[src/rtl/cdb_arbiter_if.sv]
// rtl/cdb_arbiter_if.sv - requester and CDB broadcast bundle for cdb_arbiter
//
// Purpose: groups the functional-unit request bus, the flush input and the
// registered CDB broadcast into one interface.
// Ports (signals):
//   flush      - branch-mispredict squash
//   req_valid  - per-requester result valid      (NUM_REQ)
//   req_tag    - per-requester ROB tag           (NUM_REQ x TAG_W)
//   req_value  - per-requester result value      (NUM_REQ x DATA_W)
//   req_dest   - per-requester dest register     (NUM_REQ x 5)
//   req_ready  - one-hot grant                   (NUM_REQ)
//   cdb_valid / cdb_tag / cdb_value / cdb_dest - registered broadcast
//   rr_ptr     - round-robin start index (debug)
// Modports: slave = arbiter side, master = requester/consumer side.

`ifndef ROB_SIZE
`define ROB_SIZE 32
`endif
`ifndef XLEN
`define XLEN 32
`endif

interface cdb_arbiter_if #(
  parameter int NUM_REQ = 4,
  parameter int TAG_W   = $clog2(`ROB_SIZE),
  parameter int DATA_W  = `XLEN
);
  localparam int PTR_W = (NUM_REQ > 1) ? $clog2(NUM_REQ) : 1;

  logic                             flush;
  logic [NUM_REQ-1:0]               req_valid;
  logic [NUM_REQ-1:0][TAG_W-1:0]    req_tag;
  logic [NUM_REQ-1:0][DATA_W-1:0]   req_value;
  logic [NUM_REQ-1:0][4:0]          req_dest;
  logic [NUM_REQ-1:0]               req_ready;
  logic                             cdb_valid;
  logic [TAG_W-1:0]                 cdb_tag;
  logic [DATA_W-1:0]                cdb_value;
  logic [4:0]                       cdb_dest;
  logic [PTR_W-1:0]                 rr_ptr;

  modport slave (
    input  flush, req_valid, req_tag, req_value, req_dest,
    output req_ready, cdb_valid, cdb_tag, cdb_value, cdb_dest, rr_ptr
  );

  modport master (
    output flush, req_valid, req_tag, req_value, req_dest,
    input  req_ready, cdb_valid, cdb_tag, cdb_value, cdb_dest, rr_ptr
  );
endinterface

[src/rtl/cdb_arbiter.sv]
// rtl/cdb_arbiter.sv - round-robin common-data-bus arbiter with registered broadcast
//
// Purpose: picks one of NUM_REQ functional-unit results per cycle and
// broadcasts it on the CDB one cycle later.
// Ports:
//   clock - single clock, all state on posedge
//   reset - asynchronous active-low reset
//   bus   - cdb_arbiter_if.slave (requests, flush, grant, CDB payload, rr_ptr)
// Optional feature macro: CDB_BRANCH_PRIO_EN - index 0 (branch unit) always
// wins when valid and does not advance rr_ptr.

`ifndef ROB_SIZE
`define ROB_SIZE 32
`endif
`ifndef XLEN
`define XLEN 32
`endif

module cdb_arbiter #(
  parameter int NUM_REQ = 4,
  parameter int TAG_W   = $clog2(`ROB_SIZE),
  parameter int DATA_W  = `XLEN
) (
  input  logic         clock,
  input  logic         reset,
  cdb_arbiter_if.slave bus
);
  localparam int PTR_W = (NUM_REQ > 1) ? $clog2(NUM_REQ) : 1;

  logic               cdb_valid_q, cdb_valid_d;
  logic [TAG_W-1:0]   cdb_tag_q,   cdb_tag_d;
  logic [DATA_W-1:0]  cdb_value_q, cdb_value_d;
  logic [4:0]         cdb_dest_q,  cdb_dest_d;
  logic [PTR_W-1:0]   rr_ptr_q,    rr_ptr_d;

  logic [NUM_REQ-1:0] grant;
  logic               found;
  logic               prio_hit;
  logic [PTR_W-1:0]   grant_idx;
  logic [PTR_W-1:0]   cand;

  always_comb begin
    grant     = '0;
    found     = 1'b0;
    prio_hit  = 1'b0;
    grant_idx = '0;
    cand      = '0;

    // Reset gating keeps req_ready low while reset is held, since the
    // grant is purely combinational.
    if (reset && !bus.flush) begin
      for (int k = 0; k < NUM_REQ; k++) begin
        cand = PTR_W'((int'(rr_ptr_q) + k) % NUM_REQ);
        if (!found && bus.req_valid[cand]) begin
          found     = 1'b1;
          grant_idx = cand;
        end
      end
`ifdef CDB_BRANCH_PRIO_EN
      if (bus.req_valid[0]) begin
        found     = 1'b1;
        prio_hit  = 1'b1;
        grant_idx = '0;
      end
`endif
    end

    if (found) grant[grant_idx] = 1'b1;

    cdb_valid_d = found;
    cdb_tag_d   = cdb_tag_q;
    cdb_value_d = cdb_value_q;
    cdb_dest_d  = cdb_dest_q;
    if (found) begin
      cdb_tag_d   = bus.req_tag[grant_idx];
      cdb_value_d = bus.req_value[grant_idx];
      cdb_dest_d  = bus.req_dest[grant_idx];
    end

    // A priority grant to the branch unit leaves the rotation untouched so
    // the other units keep their place in line.
    rr_ptr_d = rr_ptr_q;
    if (bus.flush) begin
      rr_ptr_d = '0;
    end else if (found && !prio_hit) begin
      rr_ptr_d = (grant_idx == PTR_W'(NUM_REQ - 1)) ? '0 : grant_idx + 1'b1;
    end
  end

  always_ff @(posedge clock or negedge reset) begin
    if (!reset) begin
      cdb_valid_q <= 1'b0;
      cdb_tag_q   <= '0;
      cdb_value_q <= '0;
      cdb_dest_q  <= '0;
      rr_ptr_q    <= '0;
    end else begin
      cdb_valid_q <= cdb_valid_d;
      cdb_tag_q   <= cdb_tag_d;
      cdb_value_q <= cdb_value_d;
      cdb_dest_q  <= cdb_dest_d;
      rr_ptr_q    <= rr_ptr_d;
    end
  end

  assign bus.req_ready = grant;
  assign bus.cdb_valid = cdb_valid_q;
  assign bus.cdb_tag   = cdb_tag_q;
  assign bus.cdb_value = cdb_value_q;
  assign bus.cdb_dest  = cdb_dest_q;
  assign bus.rr_ptr    = rr_ptr_q;
endmodule

[src/flat_wrapper.sv]
// flat-port wrapper written by rule: the top's interface ports become plain ports
module cdb_arbiter_flat 
#(
  parameter int NUM_REQ = 4,
  parameter int TAG_W   = $clog2(`ROB_SIZE),
  parameter int DATA_W  = `XLEN
)
  (clock, reset, bus_flush, bus_req_valid, bus_req_tag, bus_req_value, bus_req_dest, bus_req_ready, bus_cdb_valid, bus_cdb_tag, bus_cdb_value, bus_cdb_dest, bus_rr_ptr);
  cdb_arbiter_if #(.NUM_REQ(NUM_REQ), .TAG_W(TAG_W), .DATA_W(DATA_W)) bus_i ();
  input  logic clock;
  input  logic reset;
  input wire logic [$bits(bus_i.flush)-1:0] bus_flush;
  input wire logic [$bits(bus_i.req_valid)-1:0] bus_req_valid;
  input wire logic [$bits(bus_i.req_tag)-1:0] bus_req_tag;
  input wire logic [$bits(bus_i.req_value)-1:0] bus_req_value;
  input wire logic [$bits(bus_i.req_dest)-1:0] bus_req_dest;
  output wire logic [$bits(bus_i.req_ready)-1:0] bus_req_ready;
  output wire logic [$bits(bus_i.cdb_valid)-1:0] bus_cdb_valid;
  output wire logic [$bits(bus_i.cdb_tag)-1:0] bus_cdb_tag;
  output wire logic [$bits(bus_i.cdb_value)-1:0] bus_cdb_value;
  output wire logic [$bits(bus_i.cdb_dest)-1:0] bus_cdb_dest;
  output wire logic [$bits(bus_i.rr_ptr)-1:0] bus_rr_ptr;
  assign bus_i.flush = bus_flush;
  assign bus_i.req_valid = bus_req_valid;
  assign bus_i.req_tag = bus_req_tag;
  assign bus_i.req_value = bus_req_value;
  assign bus_i.req_dest = bus_req_dest;
  assign bus_req_ready = bus_i.req_ready;
  assign bus_cdb_valid = bus_i.cdb_valid;
  assign bus_cdb_tag = bus_i.cdb_tag;
  assign bus_cdb_value = bus_i.cdb_value;
  assign bus_cdb_dest = bus_i.cdb_dest;
  assign bus_rr_ptr = bus_i.rr_ptr;
  cdb_arbiter #(.NUM_REQ(NUM_REQ), .TAG_W(TAG_W), .DATA_W(DATA_W)) u_core (.clock(clock), .reset(reset), .bus(bus_i));
endmodule
[config.mk]
export PLATFORM = sky130hd
export DESIGN_NAME = cdb_arbiter_flat
export DESIGN_NICKNAME = d
export VERILOG_FILES = /design/src/rtl/cdb_arbiter_if.sv /design/src/rtl/cdb_arbiter.sv /design/src/flat_wrapper.sv
export SDC_FILE = /design/constraint.sdc
export NUM_CORES = 1
export LEC_CHECK = 0
export ABC_AREA = 1
export CORE_MARGIN = 2
export CORE_UTILIZATION = 36
export DETAILED_ROUTE_END_ITERATION = 8
export HOLD_SLACK_MARGIN = 0.02
export PLACE_DENSITY = 0.79
export REMOVE_ABC_BUFFERS = 1
export SLEW_MARGIN = 30
export SYNTH_ARGS = -nofsm -noshare
export SYNTH_HDL_FRONTEND = slang
export SYNTH_SLANG_ARGS = --single-unit
[constraint.sdc]
create_clock -name clock -period 2.1 [get_ports clock]
set_input_delay 0.42 -clock clock [delete_from_list [all_inputs] [get_ports clock]]
set_output_delay 0.42 -clock clock [all_outputs]
set_load 0.02 [all_outputs]
# Word-level counts from Yosys, hierarchy flattened
# Index checks and enable logic that the tools add are counted.
# W data, S select, Z words.
dict set report word_totals {
  output_inout_bits 49
  input_bits 175
  regBits 45
  elab_cells 59
}
dict set report classes {
  add_sub_neg 4
  eq_ne 1
  reduce_logical 10
  n_mux 33
  order_cmp 6
}
# operator count
set op_table {}
lappend op_table {{$bmux W32 S2} 1}
lappend op_table {{$mux W32} 1}
lappend op_table {{$bmux W5 S2} 2}
lappend op_table {{$mux W2} 8}
lappend op_table {{$lt A2 B3 Y1 const B} 5}
lappend op_table {{$mux W1} 13}
lappend op_table {{$mux W5} 2}
lappend op_table {{$bmux W1 S2} 4}
lappend op_table {{$logic_and A1 B1 Y1} 5}
lappend op_table {{$add A2 B1 Y2 const B} 2}
lappend op_table {{$add A2 B2 Y2 const B} 2}
lappend op_table {{$logic_not A1 Y1} 4}
lappend op_table {{$mux W4} 1}
lappend op_table {{$demux W1 S2} 1}
lappend op_table {{$eq A2 B2 Y1 const B} 1}
lappend op_table {{$ge A2 B1 Y1 const B} 1}
lappend op_table {{$reduce_bool A2 Y1} 1}

# Longest topological paths before layout
# Gate-level depths: netlist (run 1).
dict set report depth {
  ltp_word 21
  mapped_depth 16
  ltp_nobuf 15
}

# Least setup slack after synthesis (run 1)
# OpenSTA, ideal clock, no wires.
dict set report synth_path {
  path_kind {register to output}
  start {register u_core.rr_ptr_q[0], in the netlist u_core.bus.rr_ptr[0]}
  end {output port bus_req_ready[1]}
  slack_ns -0.441
  required_time_ns 1.680
  path_buffers 3
  path_stages_with_launch 15
  arrival_ns 2.121
  cell_sequence {dfrtp_1 buf_4 nand2_1 nand3_2 nand2_2 nor2_4 nand3_2 nand2_4 nand3_4 buf_6 buf_6 inv_2 ha_1 inv_1 nor2_1}
}
dict set report synth_via {
  elab_chain_len 21
  word_cells_on_any_way 36
  cone_classes {add/sub (3); order compare (2); mux (24); reduce/logical (7)}
}
# item line
set synth_lines {}
lappend synth_lines {{from (decl)} cdb_arbiter.sv:34} ;# logic [PTR_W-1:0] rr_ptr_q, rr_ptr_d;
lappend synth_lines {{from (signal assigned)} cdb_arbiter.sv:102} ;# rr_ptr_q <= rr_ptr_d;
lappend synth_lines {{$bmux W1 S2} cdb_arbiter.sv:54} ;# if (!found && bus.req_valid[cand]) begin
lappend synth_lines {{$mux W1 (implied by the code)} cdb_arbiter.sv:54}
lappend synth_lines {{$mux W1} cdb_arbiter.sv:54}
lappend synth_lines {{$mux W1} cdb_arbiter.sv:51} ;# if (reset && !bus.flush) begin
lappend synth_lines {{$logic_not A1 Y1} cdb_arbiter.sv:54}
lappend synth_lines {{$logic_and A1 B1 Y1} cdb_arbiter.sv:54}
lappend synth_lines {{$mux W1} cdb_arbiter.sv:54}
lappend synth_lines {{$mux W1} cdb_arbiter.sv:51}
lappend synth_lines {{[5 not listed]} -}
lappend synth_lines {{$logic_and A1 B1 Y1} cdb_arbiter.sv:54}
lappend synth_lines {{$mux W2} cdb_arbiter.sv:54}
lappend synth_lines {{$mux W2} cdb_arbiter.sv:51}
lappend synth_lines {{$lt A2 B3 Y1 (implied by the code) or $ge A2 B1 Y1 (tied branches)} cdb_arbiter.sv:68} ;# if (found) grant[grant_idx] = 1'b1;
lappend synth_lines {{$logic_and A1 B1 Y1 (implied by the code)} cdb_arbiter.sv:68}
lappend synth_lines {{$mux W1 (implied by the code)} cdb_arbiter.sv:68}
lappend synth_lines {{$demux W1 S2} -}
lappend synth_lines {{$mux W4 *} cdb_arbiter.sv:68}
lappend synth_lines {{to (decl)} flat_wrapper.sv:17} ;# output wire logic [$bits(bus_i.req_ready)-1:0] bus_req_ready;
# Every way passes the cells marked *; elsewhere a longest branch is shown, timed or not. The select of a mux whose other input is x is not followed.

# Final worst setup path (run 1)
# Same ends and word-level chain as after synthesis.

==> impl_metrics.py, run 1 <==
metrics = {
    "logic_synthesis": {
        "synth_warnings": 0,
        "syn_area_mm2": 0.00413,
        "ys_types": 27,
        "avgSynthCellArea_um2": 5.74,
        "synth-seq-area-share_pct": 27.3,
        "syn_inst": 719,
        "ys_ff_latch": 45,
    },
    "pwr": {
        "power.density_mw_per_mm2": 764,
        "p_leak_uw": 0.00393,
        "total_power_uw": 5660,
        "ir_worst_vdd_mv": 0.456,
    },
    "run_status": {
        "failed_checks": "setup timing",
        "status": "complete, but fails checks",
    },
    "clock_network": {
        "cts_buffers": 5,
        "cts.sinks": 45,
        "cts_hold_buffers": 0,
        "ctsRootBufferMaster": "clkbuf_16",
        "clk_latency_ps": 280,
        "tritoncts": "done",
        "clkTransAtPathRegs_ps": 60,
        "clockBufferDepth": 2,
        "cts_max_level": 2,
    },
    "timing": {
        "drv_slew": 0,
        "rsz0062_at_grt": "yes",
        "fin_ws_ps": -457,
        "setup_tns_ps": -7140,
        "fin_crit_ps": 2560,
        "fmax_ghz": 0.391,
        "finalSetupViolCount": 48,
        "clock-skew-final_ps": 5.90,
        "maxSlewHeadroom_pct": 59.4,
        "min_period_over_period_pct": 122,
        "hold_violations": 0,
        "tightest_slew_ps": 608,
    },
    "worst_setup_path": {
        "cp_data_required_time_ps": 1680,
        "startpoint_type": "flop",
        "worst_setup_path_end_kind": "primary output",
        "r2r_cells": 18,
        "crit_fanout": 6,
        "cp.arrival_ps": 2140,
        "rrSetupSlack_ps": -260,
        "cp_slowest_cell": "dfrtp_2",
        "crit_type": "flop to primary output",
        "path_cells": "buf_12 -> nand2_4 -> nand2_4 -> nand2_2 -> nand2_2 -> nor2_4 -> nand4_1 -> nand3_4 -> ha_2 -> inv_1 -> nor2_2 -> buf_6",
        "r2r_end": "u_core.bus.cdb_value[2]$_DFFE_PN0P_",
        "max_stage_delay_ps": 470,
        "worstReg2RegStart": "u_core.bus.rr_ptr[0]$_DFFE_PN0P_",
    },
    "floorplan": {
        "initial_core_util_pct": 36.4,
        "die-area_mm2": 0.0123,
        "chipWidth_um": 111,
        "die_h_um": 111,
        "std_cell_rows": 39,
        "core_mm2": 0.0113,
        "ios": 224,
    },
    "layout": {
        "syn2layout_area_growth_pct": 79.6,
        "final_nets": 1124,
        "diodes": 0,
        "drive_gt1_share_pct": 11.3,
    },
    "routing": {
        "highest_layer": "met4",
        "wl_mm": 16.7,
        "routedWlPerCell_um": 15.3,
        "wl_met2_mm": 7.92,
        "wl_met3_mm": 1.40,
        "via_per_inst": 4.96,
        "dr.first_iter.drc_count": 356,
        "vias": 5418,
        "dr.pass1.iters": 4,
        "drc": 0,
        "detail-route-antenna-nets": 0,
        "met1_length_mm": 6.88,
    },
    "job": {
        "cap_viol_max_count": 0,
    },
    "placement": {
        "gp_congestion": 0.858,
        "place_hpwl_mm": 10.1,
        "portBuffers": 223,
    },
    "global_routing": {
        "grt_pass1_wl_mm": 26.3,
        "first_global_vias": 5194,
        "track_usage_pct": 26.2,
        "antenna_found_initial": 0,
        "grt_max_degree": 53,
        "gr-total-overflow": 0,
    },
    "worst_hold_path": {
        "hp-class": "input port to asynchronous set/reset pin",
    },
}
worst max-delay path by stage:
stage	from	end	cells past startpoint
2_1_floorplan	reset	u_core.bus.rr_ptr[0]$_DFFE_PN0P_	6
3_3_place_gp	bus_req_valid[0]	bus_req_ready[1]	14
3_5_place_dp	bus_req_valid[1]	bus_req_ready[1]	14
4_1_cts	u_core.bus.rr_ptr[0]$_DFFE_PN0P_	bus_req_ready[1]	14
5_1_grt	u_core.bus.rr_ptr[0]$_DFFE_PN0P_	bus_req_ready[1]	14
6_report	u_core.bus.rr_ptr[0]$_DFFE_PN0P_	bus_req_ready[1]	12
worst max-delay path: cells and delay by family, from the launching register on:
family	cells	cell delay, ps
DFF	1	470
and+or+nand+nor	8	860
adders and majority gates	1	180
buffers and inverters	3	340
routing by layer:
metal	GRT usage, %	vias up
met3	5.41	32
met2	44.9	243
li1	-	2713
met5	0	-
met4	8.64	0
met1	32.9	2430
layout by cell type (no fill, tap or decap), types with 5 or more instances in the layout:
cell type | Yosys | final
nand2_1 | 366 | 354
clkdlybuf4s50_1 | 0 | 214
inv_1 | 93 | 90
nand4_1 | 85 | 85
dfrtp_1 | 45 | 44
nand3_1 | 44 | 43
buf_4 | 6 | 23
buf_12 | 0 | 13
nand2_2 | 3 | 12
buf_16 | 0 | 10
clkbuf_16 | 0 | 7
inv_2 | 4 | 5
nand2_4 | 2 | 5
flip-flops by register name (all words and copies together) (netlist names):
name	flops
u_core.bus.rr_ptr	2
u_core.bus.cdb_value	32
u_core.bus.cdb_valid	1
u_core.bus.cdb_tag	5
u_core.bus.cdb_dest	5
kinds of logic after synthesis:
group | share of synthesized area (%)
adder cells (fa/ha/maj) | 0.303
AND/OR/NAND/NOR | 55.7
buffers and inverters | 16.0
AO/OA/AOI/OAI | 0.697
flip-flops | 27.3
power breakdown:
group / switching, uW / internal (uW) / total, uW
registers: 135 / 1100 / 1240
clock network: 327 / 595 / 922
logic: 1740 / 1770 / 3500
synthesized netlist by cell type:
library cell	n	area, um^2
buf_2	24	120
buf_6	5	56.3
inv_2	4	15.0
nand3b_1	1	7.51
nand3_1	44	220
buf_1	2	7.51
nand2_1	366	1370
inv_1	93	349
nor3_1	1	5.00
ha_1	1	12.5
dfrtp_1	45	1130
nor2_1	5	18.8
a31oi_1	1	6.26
nor2_4	1	11.3
o22ai_1	2	12.5
nand2_2	3	18.8
nand4_1	85	532
clkinv_1	1	3.75
a21oi_1	1	5.00
clkbuf_1	17	63.8
nand2_4	2	22.5
o21ai_1	1	5.00
nor2_2	1	6.26
nand3_2	4	40.0
or2_2	1	6.26
nand3_4	2	35.0
buf_4	6	45.0
through the flow:
stage | setup WS [ps] | utilization [%] | instances | hold slack [ps] | instance area, um^2
after floorplan | -4080 | - | 665 | 124 | 3830
after global placement | -849 | 57.3 | 1058 | 460 | 6490
after detailed placement | -874 | 57.3 | 1058 | 464 | 6490
after CTS | -398 | 64.1 | 1087 | 304 | 7260
after global routing | -538 | 65.5 | 1092 | 326 | 7410
final | -457 | 65.5 | 1092 | 278 | 7410
area by class of cell:
class	instances	area, um^2
clock buffers	7	143
flip-flops and latches	45	1130
inverters	98	374
multi-input cells	522	2430
repair buffers	276	3120
well taps	143	179
clock inverters	1	30.0
fillers	997	3910
repair_timing:
action	in CTS	in global routing
buffers inserted	10	3
resized for setup	75	24
pin swaps	17	10
gates cloned	11	2
setup endpoints to repair	49	48
(Power assumes the default switching activity.)
==> inputs of run 2 (changes only) <==
TNS_END_PERCENT = 100   (was default)
==> results of run 2 <==
No change in the layout: final DEF, timing and power equal those of run 1.
==> inputs of run 3 (changes only) <==
CORE_ASPECT_RATIO = 1.2   (was default)
GPL_TIMING_DRIVEN = 0   (was default)
==> run 3 against run 2 <==
Design area is 11% higher. Worst hold slack worse by 210 ps. The flow still finishes with violations (setup timing). Largest cell class unchanged. Highest routed layer unchanged. Sequential power hardly changed. Critical path depth stayed put. Register-to-register slack worse by 390 ps. Largest power group unchanged. Clock-buffer cell count stayed put. Die area hardly changed. Sequential share of layout area is 1.5 points lower. Clock skew is 8.3 ps higher. Wire length is 39% higher.
==> impl_metrics.py, run 3 (synthesis results as in run 1) <==
metrics = {
    "run_status": {
        "status": "complete, but fails checks",
        "failed_checks": "setup timing",
    },
    "layout": {
        "diodes": 0,
        "final_nets": 1163,
        "multi_input_area_mm2": 0.00313,
        "largest_reg_flops": 32,
        "layout.cells.non_filler": 1142,
        "drive_gt1_share_pct": 21.1,
        "fin_area_mm2": 0.00821,
        "fill_cells": 825,
        "mostFrequentLayoutCells": "302 x nand2_1, 214 x clkdlybuf4s50_1, 90 x inv_1",
        "seq_area_mm2": 0.00113,
        "syn2layout_area_growth_pct": 98.9,
        "layout_commonest_cell": "nand2_1",
    },
    "timing": {
        "fmax_ghz": 0.349,
        "tightest_slew_ps": 407,
        "finalSetupViolCount": 49,
        "min_period_over_period_pct": 136,
        "hold_violations": 0,
        "maxSlewHeadroom_pct": 72.9,
        "fin_crit_ps": 2860,
        "clock-skew-final_ps": 14.2,
        "rsz0062_at_grt": "yes",
        "drv_slew": 0,
        "fin_ws_ps": -764,
    },
    "worst_setup_path": {
        "r2r_end": "u_core.bus.cdb_dest[2]$_DFFE_PN0P_",
        "crit_type": "flop to primary output",
        "startpoint_type": "flop",
        "path_cells": "clkinv_4 -> buf_6 -> nand2_2 -> nand3_4 -> nand2_4 -> nor2_4 -> nand3_4 -> nand3_4 -> nand3_4 -> inv_16 -> nor3_2 -> buf_4",
        "crit_fanout": 43,
        "r2r_cells": 18,
        "worstReg2RegStart": "u_core.bus.rr_ptr[0]$_DFFE_PN0P_",
        "cp_slowest_cell": "dfrtp_2",
        "crit_buf_inv": 4,
        "cp_data_required_time_ps": 1680,
        "max_stage_delay_ps": 460,
        "cp.depth": 12,
        "setup.worst_path.end": "bus_req_ready[0]",
        "cp.arrival_ps": 2440,
        "crit_family": "simple AND/OR/NAND/NOR gates",
        "cp-startpoint": "u_core.bus.rr_ptr[0]$_DFFE_PN0P_",
        "rrSetupSlack_ps": -650,
        "path_common_cell": "nand3_4",
        "worst_setup_path_end_kind": "primary output",
    },
    "pwr": {
        "p_leak_uw": 0.00413,
        "swShare_pct": 45.8,
        "power.density_mw_per_mm2": 732,
        "p_int_uw": 3260,
        "p_switching_uw": 2750,
        "pwr-share-seq_pct": 20.7,
        "clkPwrFrac_pct": 14.3,
        "power.share.combinational_pct": 65.0,
        "ir_worst_vdd_mv": 0.385,
    },
    "routing": {
        "wl_mm": 23.2,
        "dr.first_iter.drc_count": 455,
        "drc": 0,
        "detail-route-antenna-nets": 0,
        "dr.pass1.iters": 5,
        "routedWlPerCell_um": 20.3,
        "via_per_inst": 5.38,
        "vias": 6148,
    },
    "clock_network": {
        "ctsRootBufferMaster": "clkbuf_16",
        "clk_latency_ps": 300,
        "tritoncts": "done",
        "cts.sinks": 45,
        "clockBufferDepth": 2,
        "cts_hold_buffers": 0,
        "clkTransAtPathRegs_ps": 80,
        "cts_buffers": 5,
        "cts_max_level": 2,
    },
    "global_routing": {
        "track_usage_pct": 32.5,
        "grt_pass1_wl_mm": 30.6,
        "first_global_vias": 5820,
        "gr-total-overflow": 0,
        "antenna_found_initial": 0,
        "grt_max_degree": 47,
    },
    "placement": {
        "gp_congestion": 0.854,
        "place_area_mm2": 0.00646,
        "placed_cells_incl_taps": 1049,
        "place_hpwl_mm": 9.76,
        "portBuffers": 223,
    },
    "floorplan": {
        "die_h_um": 121,
        "chipWidth_um": 102,
        "initial_core_util_pct": 37.2,
        "ios": 224,
        "core_mm2": 0.0111,
        "die-area_mm2": 0.0123,
        "std_cell_rows": 42,
    },
    "worst_hold_path": {
        "hp-class": "input port to asynchronous set/reset pin",
    },
    "job": {
        "cap_viol_max_count": 0,
    },
}
run 3: cell types whose count changed in the layout (fill, tap and decap cells not counted), moves of 5 or more:
cell / delta
nand2_8: +10
nand2_1: -52
nand2_2: +37
nand2_4: +21
buf_6: +16
nand3_4: +9
buf_12: -9
buf_4: +5
run 3: worst min path at each step:
| stage | from | end | slack [ps] | depth (start not counted) |
|---|---|---|---|---|
| detailed placement | u_core.bus.cdb_tag[2]$_DFFE_PN0P_ | u_core.bus.cdb_tag[2]$_DFFE_PN0P_ | 460 | 2 |
| finish | reset | u_core.bus.cdb_value[13]$_DFFE_PN0P_ | 70 | 1 |
| global route | reset | u_core.bus.cdb_value[19]$_DFFE_PN0P_ | 90 | 1 |
| CTS | reset | u_core.bus.rr_ptr[1]$_DFFE_PN0P_ | 70 | 1 |
| floorplan | reset | u_core.bus.cdb_dest[0]$_DFFE_PN0P_ | 120 | 0 |
| global placement | u_core.bus.cdb_value[4]$_DFFE_PN0P_ | u_core.bus.cdb_value[4]$_DFFE_PN0P_ | 460 | 2 |
run 3: final cells by class:
cell class	count	share of cell area (%)
clock buffers	7	1.86
clock inverters	1	0.0610
inverters	98	5.09
multi-input cells	547	38.1
flip-flops and latches	45	13.8
well taps	154	2.35
repair buffers	289	38.6
repair inverters	1	0.198
run 3: what timing repair did:
item	CTS	global route
endpoints found under the setup margin	49	48
gates cloned	19	15
gates resized for setup	69	141
setup buffers	33	22
pin swaps	20	54
run 3: metrics by stage:
step | setup TNS (ps) | util (%) | hold WS [ps] | setup slack [ps] | total power, uW
4_1_cts | -18170 | 66.4 | 74.5 | -550 | 5300
6_report | -27130 | 74.0 | 67.4 | -764 | 6010
2_1_floorplan | -188910 | - | 124 | -4080 | 2560
5_1_grt | -32550 | 74.0 | 92.6 | -828 | 6280
3_5_place_dp | -82050 | 58.2 | 464 | -2360 | 3810
3_3_place_gp | -521590 | 56.4 | 461 | -10190 | 3740
run 3: power by group through the flow:
stage	clock [uW]	combinational, uW	sequential, uW
after floorplan	0	1020	1540
after CTS	855	3210	1240
after global placement	0	2490	1250
final	861	3900	1250
after detailed placement	0	2550	1250
after global routing	902	4100	1270
run 3: per-layer routing:
metal  up-vias  global-route usage (%)  wire length, um
met2       390                    56.0            11300
met4         0                    15.1             1220
li1       2839                       -                -
met3       101                    5.93             2300
met5         -                       0                0
met1      2818                    38.6             8330
